### src/rtl/simon_pad.sv
// Player-side button pad for a Simon game: synchronizes and debounces four buttons,
// issues one pulse per clean single press, and drives the colour lamps.
module simon_pad #(
   parameter int DEBOUNCE = 3,
   parameter int FLASH    = 15,
   parameter int BLINK    = 15
) (
   input  logic       clk,
   input  logic       reset,
   input  logic [3:0] btn,
   input  logic       simonTurn,
   input  logic [1:0] simonNum,
   input  logic       simonPressed,
   input  logic       gameOver,
   output logic [1:0] playerNum,
   output logic       playerPressed,
   output logic [3:0] led
);

   localparam int DW = $clog2(DEBOUNCE + 1);
   localparam int EW = $clog2(FLASH + 1);
   localparam int BW = $clog2(BLINK + 1);

   typedef enum logic [1:0] {IDLE, PULSE, HELD} state_t;

   state_t               state, state_next;
   logic [3:0]           sync_p0, sync_p1;
   logic [3:0]           deb;
   logic [3:0][DW-1:0]   deb_cnt;
   logic [EW-1:0]        echo;
   logic                 echo_hold;
   logic [BW-1:0]        blink_cnt;
   logic                 blink_off;

   function automatic logic is_onehot(input logic [3:0] v);
      return (v != 4'b0) && ((v & (v - 4'b1)) == 4'b0);
   endfunction

   function automatic logic [1:0] oh_index(input logic [3:0] v);
      logic [1:0] idx;
      idx = 2'd0;
      for (int i = 0; i < 4; i++)
         if (v[i]) idx = 2'(i);
      return idx;
   endfunction

   function automatic logic [3:0] onehot(input logic [1:0] n);
      return 4'b1 << n;
   endfunction

   // Stage p0/p1: two-flop synchronizer on the raw buttons
   always_ff @(posedge clk or negedge reset) begin
      if (!reset) begin
         sync_p0 <= '0;
         sync_p1 <= '0;
      end else begin
         sync_p0 <= btn;
         sync_p1 <= sync_p0;
      end
   end

   // Debounce: a level flips only after DEBOUNCE consecutive disagreeing samples
   always_ff @(posedge clk or negedge reset) begin
      if (!reset) begin
         deb     <= '0;
         deb_cnt <= '0;
      end else begin
         for (int i = 0; i < 4; i++) begin
            if (sync_p1[i] == deb[i]) begin
               deb_cnt[i] <= '0;
            end else if (deb_cnt[i] == DW'(DEBOUNCE - 1)) begin
               deb[i]     <= sync_p1[i];
               deb_cnt[i] <= '0;
            end else begin
               deb_cnt[i] <= deb_cnt[i] + 1'b1;
            end
         end
      end
   end

   always_comb begin
      state_next = state;
      if (gameOver) begin
         state_next = (|deb) ? HELD : IDLE;
      end else begin
         case (state)
            IDLE:    if (is_onehot(deb) && !simonTurn) state_next = PULSE;
                     else if (|deb)                    state_next = HELD;
            PULSE:   state_next = HELD;
            HELD:    if (deb == 4'b0) state_next = IDLE;
            default: state_next = IDLE;
         endcase
      end
   end

   // Echo timer loads as PULSE is entered so the lamp is already lit in the pulse cycle
   always_ff @(posedge clk or negedge reset) begin
      if (!reset) begin
         state     <= IDLE;
         playerNum <= '0;
         echo      <= '0;
         echo_hold <= 1'b0;
      end else begin
         state <= state_next;
         if (state_next == PULSE) begin
            playerNum <= oh_index(deb);
            echo      <= EW'(FLASH);
            echo_hold <= 1'b1;
         end else begin
            if (echo != '0) echo <= echo - 1'b1;
            if (state == IDLE) echo_hold <= 1'b0;
         end
      end
   end

   always_ff @(posedge clk or negedge reset) begin
      if (!reset) begin
         blink_cnt <= '0;
         blink_off <= 1'b0;
      end else if (!gameOver) begin
         blink_cnt <= '0;
         blink_off <= 1'b0;
      end else if (blink_cnt == BW'(BLINK - 1)) begin
         blink_cnt <= '0;
         blink_off <= ~blink_off;
      end else begin
         blink_cnt <= blink_cnt + 1'b1;
      end
   end

   assign playerPressed = (state == PULSE);

   // Lamps decode live inputs, so they are gated by reset to stay dark during reset
   always_comb begin
      led = 4'b0;
      if (!reset)
         led = 4'b0;
      else if (gameOver)
         led = {4{~blink_off}};
      else if (simonTurn)
         led = simonPressed ? onehot(simonNum) : 4'b0;
      else if ((echo != '0) || (state == HELD && echo_hold && deb[playerNum]))
         led = onehot(playerNum);
   end

endmodule
### config.mk
export PLATFORM = sky130hd
export DESIGN_NAME = simon_pad
export DESIGN_NICKNAME = d
export VERILOG_FILES = /design/src/rtl/simon_pad.sv
export SDC_FILE = /design/constraint.sdc
export NUM_CORES = 1
export LEC_CHECK = 0
export CORE_MARGIN = 3
export CORE_UTILIZATION = 51
export CTS_BUF_LIST = sky130_fd_sc_hd__clkbuf_4 sky130_fd_sc_hd__clkbuf_8
export CTS_CLUSTER_DIAMETER = 120
export DETAILED_ROUTE_END_ITERATION = 16
export PLACE_DENSITY = 0.73
export SYNTH_ARGS = -nofsm -noshare
export SYNTH_HDL_FRONTEND = slang
export SYNTH_SLANG_ARGS = --single-unit
export TNS_END_PERCENT = 1
### constraint.sdc
create_clock -name clk -period 1.72 [get_ports clk]
set_clock_uncertainty 0.05 [all_clocks]
set_input_delay 0.172 -clock clk [delete_from_list [all_inputs] [get_ports clk]]
set_output_delay 0.172 -clock clk [all_outputs]
set_load 0.02 [all_outputs]
==> summary.md <==
| Metric | Value |
|---|---|
| Via count | 1103 |
| Most frequent cells after synthesis | 34 x dfrtp_1, 9 x inv_1, 8 x nor2_1 |
| Final net count | 188 |
| Clk pwr share | 15.4% |
| N_diodes | 0 |
| Post-Syn Instances | 131 |
| Final Max Slew Viols | 0 |
| CP Capture Type | primary output |
| # DRC | 0 |
| Synthesized Nets | 145 |
| Syn Area/Cell | 11.4 um2 |
| Starting density of the core | 57.0% |
| RSZ-0062 raised after global routing | yes |
| Largest net degree at the start of global routing | 35 |
| Number of routed nets with antenna violations | 0 |
| Final Hold Fails | 0 |
| Post-synthesis cell type count | 36 |
| H-tree depth | 2 |
| Total Wirelength | 2890 um |
| Switching share of power | 34.2% |
| Least-Margin Pin Slew | 0.418 ns |
| Synthesized area | 1490 um2 |
| Worst vdd ir | 1300 uV |
| Final setup fails | 9 |
| Die span in x | 60.0 um |
| CTS tree | yes |
| Synth area leader | dfrtp_1 |
| Failing checks | negative setup slack |
| Comb power frac | 45.3% |
| Critical path origin | playerNum[1] |
| Clock root buffer | clkbuf_4 |
| Post-route total power | 3040 uW |
| Seq cells post-synth | 34 |
| Clock Latency Late Sink | 0.33 ns |
| CP Launch Type | flip-flop |
| Gp weighted congestion | 0.741 |
| Int Power | 2000 uW |
| Vias in the first global route | 1223 |
| Leakage | 0.000940 uW |
| First-pass GRT wire length | 5110 um |
| Die area | 3600 um2 |
| Clock buffer depth | 2 |
| Detailed placement HPWL | 2180 um |
| Placed Area | 1910 um2 |
| Worst Hold Class | in2async |
| Final period utilization | 133% |
| Async S/R FF share, synth | 100% |
| Synthesis Warnings | 0 |
| Congestion Overflow GR | 0 |
| Final worst slack | -0.572 ns |
| Share of layout cells above drive strength 1 | 32.0% |
| Die Y | 60.0 um |
| CP arrival | 2.07 ns |
| Num ports | 18 |
| Max-slew headroom | 72.1% |
| Slowest cell delay on critical path | 0.54 ns |
| DP Cell Count | 196 |
| Core Area | 2610 um2 |
| Sink Count | 34 |
| Port buffer count | 17 |
| CTS clk-pin slew, worst paths | 0.10 ns |
| Area of the multi-input gates | 684 um2 |
| Ys flop type | dfrtp_1 |
| Count leader, synth | dfrtp_1 |
| Final Non-Filler Cells | 205 |
| Initial DRC Count | 45 |
| Register area | 852 um2 |
| Number of flops mapped to enable cells by yosys | 0 |
| Total CTS buffers | 5 |
| Vias/cell | 5.38 |
| Critical path required time | 1.50 ns |
| Clock period minus worst slack | 2.29 ns |
| Rows | 18 |
| Register area share after synthesis | 57.1% |
| Synth area leaders | dfrtp_1 57%, xnor2_1 3.5%, ha_1 2.5% |
| Wire per inst | 14.1 um |
| FF-to-FF Start | deb[2] |
| Hold_buf cts | 0 |
| Post-route cell area | 2040 um2 |
| Crit Path Class | reg2out |
| Synthesis-to-finish area growth | 37.1% |
| Switching power | 1040 uW |
| Crit-path cells | mux4_1, a41oi_2, or4_4, o22ai_4, buf_6 |
| Max_cap viols | 0 |
| DR pass1 iterations | 4 |
| GRT Util Overall | 19.2% |
| Post-synth top area share | 57.1% |
| Initial antenna violation count | 0 |
| Slowest CP cell | or4_4 |
| Critical Path Fanout Max | 2 |
| PwrDens | 1490 nW/um2 |
| Maximum clock rate | 0.436 GHz |
| Outcome | finished with violations |
| Fillers | 178 |
| Sequential share of power | 39.3% |
[cell type report]
type                            instances  share of cell area (%)
Sequential cell                        34                    41.8
Multi-Input combinational cell         83                    33.5
Timing Repair Buffer                   40                    17.7
Clock buffer                            7                    2.88
Inverter                               10                    2.08
Tap cell                               30                    1.84
Clock inverter                          1                   0.245
[per-stage QoR]
stage               setup slack, ns  TNS, ns  hold slack [ns]  utilization [%]
floorplan                    -0.226    -1.04           -0.174                -
global placement             -0.647    -3.03            0.284             73.0
detailed placement           -0.694    -3.59            0.296             73.0
CTS                          -0.591    -2.74            0.216             77.3
global route                 -0.667    -3.30            0.238             78.1
finish                       -0.572    -2.64            0.212             78.1
[logic make-up (layout without fill, tap and decap cells)]
family                     Yosys count  count (layout)  share of synthesized area, %
buffers and inverters               14              58                          4.12
xor gates and xnor gates             7               7                          4.12
AOI/OAI and AO/OA                   21              21                          9.08
DFF                                 34              34                          57.1
adders and majority gates            3               3                          2.52
muxes                                6               6                          5.71
and+or+nand+nor                     46              46                          17.3
[cells in the final DEF, fill, tap and decap left out, drive strengths merged, types with 4 or more instances in the layout]
cell type,Yosys,final
o22ai,4,4
nor3,7,7
dfrtp,34,34
mux2,4,4
nor2b,4,4
a21oi,6,6
clkdlybuf4s50,0,11
buf,3,27
nand2,7,7
xnor2,6,6
inv,10,9
clkbuf,1,7
nor2,8,8
[repair_timing]
| action | CTS | global route |
|---|---|---|
| resized for setup | 32 | 5 |
| setup buffers | 0 | 1 |
| endpoints found under the setup margin | 14 | 14 |
| pin swaps | 2 | 1 |
[sequential cells by signal, indices dropped and copies added (netlist names), 2 cells and up]
signal and count:
deb_cnt 8, blink_cnt 4, deb 4, echo 4, sync_p0 4, sync_p1 4, playerNum 2, state 2
[layer usage]
layer / track usage [%] / vias up / share of wire (%)
met5: 0 / - / 0
met4: 6.96 / 0 / 1.3
met3: 4.10 / 4 / 4.5
met2: 36.0 / 23 / 52
met1: 21.0 / 530 / 42
li1: - / 546 / -
[worst paths after layout]
path,endpoint,slack [ns],depth (start not counted)
min in group clk,sync_p0[1],0.22,1
min reg2reg,sync_p1[0],0.31,0
max,led[2],-0.57,5
max reg2reg,playerNum[1],-0.19,6
min,echo[1],0.21,2
max in group asynchronous,playerNum[1],1.08,2
[critical path: cells and delay by family, from the launching register on]
family / cells / cell delay, ns
simple gates: 1 / 0.54
flops: 1 / 0.42
mux: 1 / 0.34
compound gates: 2 / 0.31
buf+inv: 1 / 0.14
[power groups by stage]
| stage | clock (uW) | sequential (uW) | combinational (uW) |
|---|---|---|---|
| floorplan | 0 | 1230 | 724 |
| global route | 511 | 1220 | 1510 |
| global placement | 0 | 1180 | 1180 |
| finish | 468 | 1190 | 1380 |
| detailed placement | 0 | 1200 | 1250 |
| CTS | 478 | 1190 | 1350 |
Note: power is estimated with default switching activity, not from simulation.
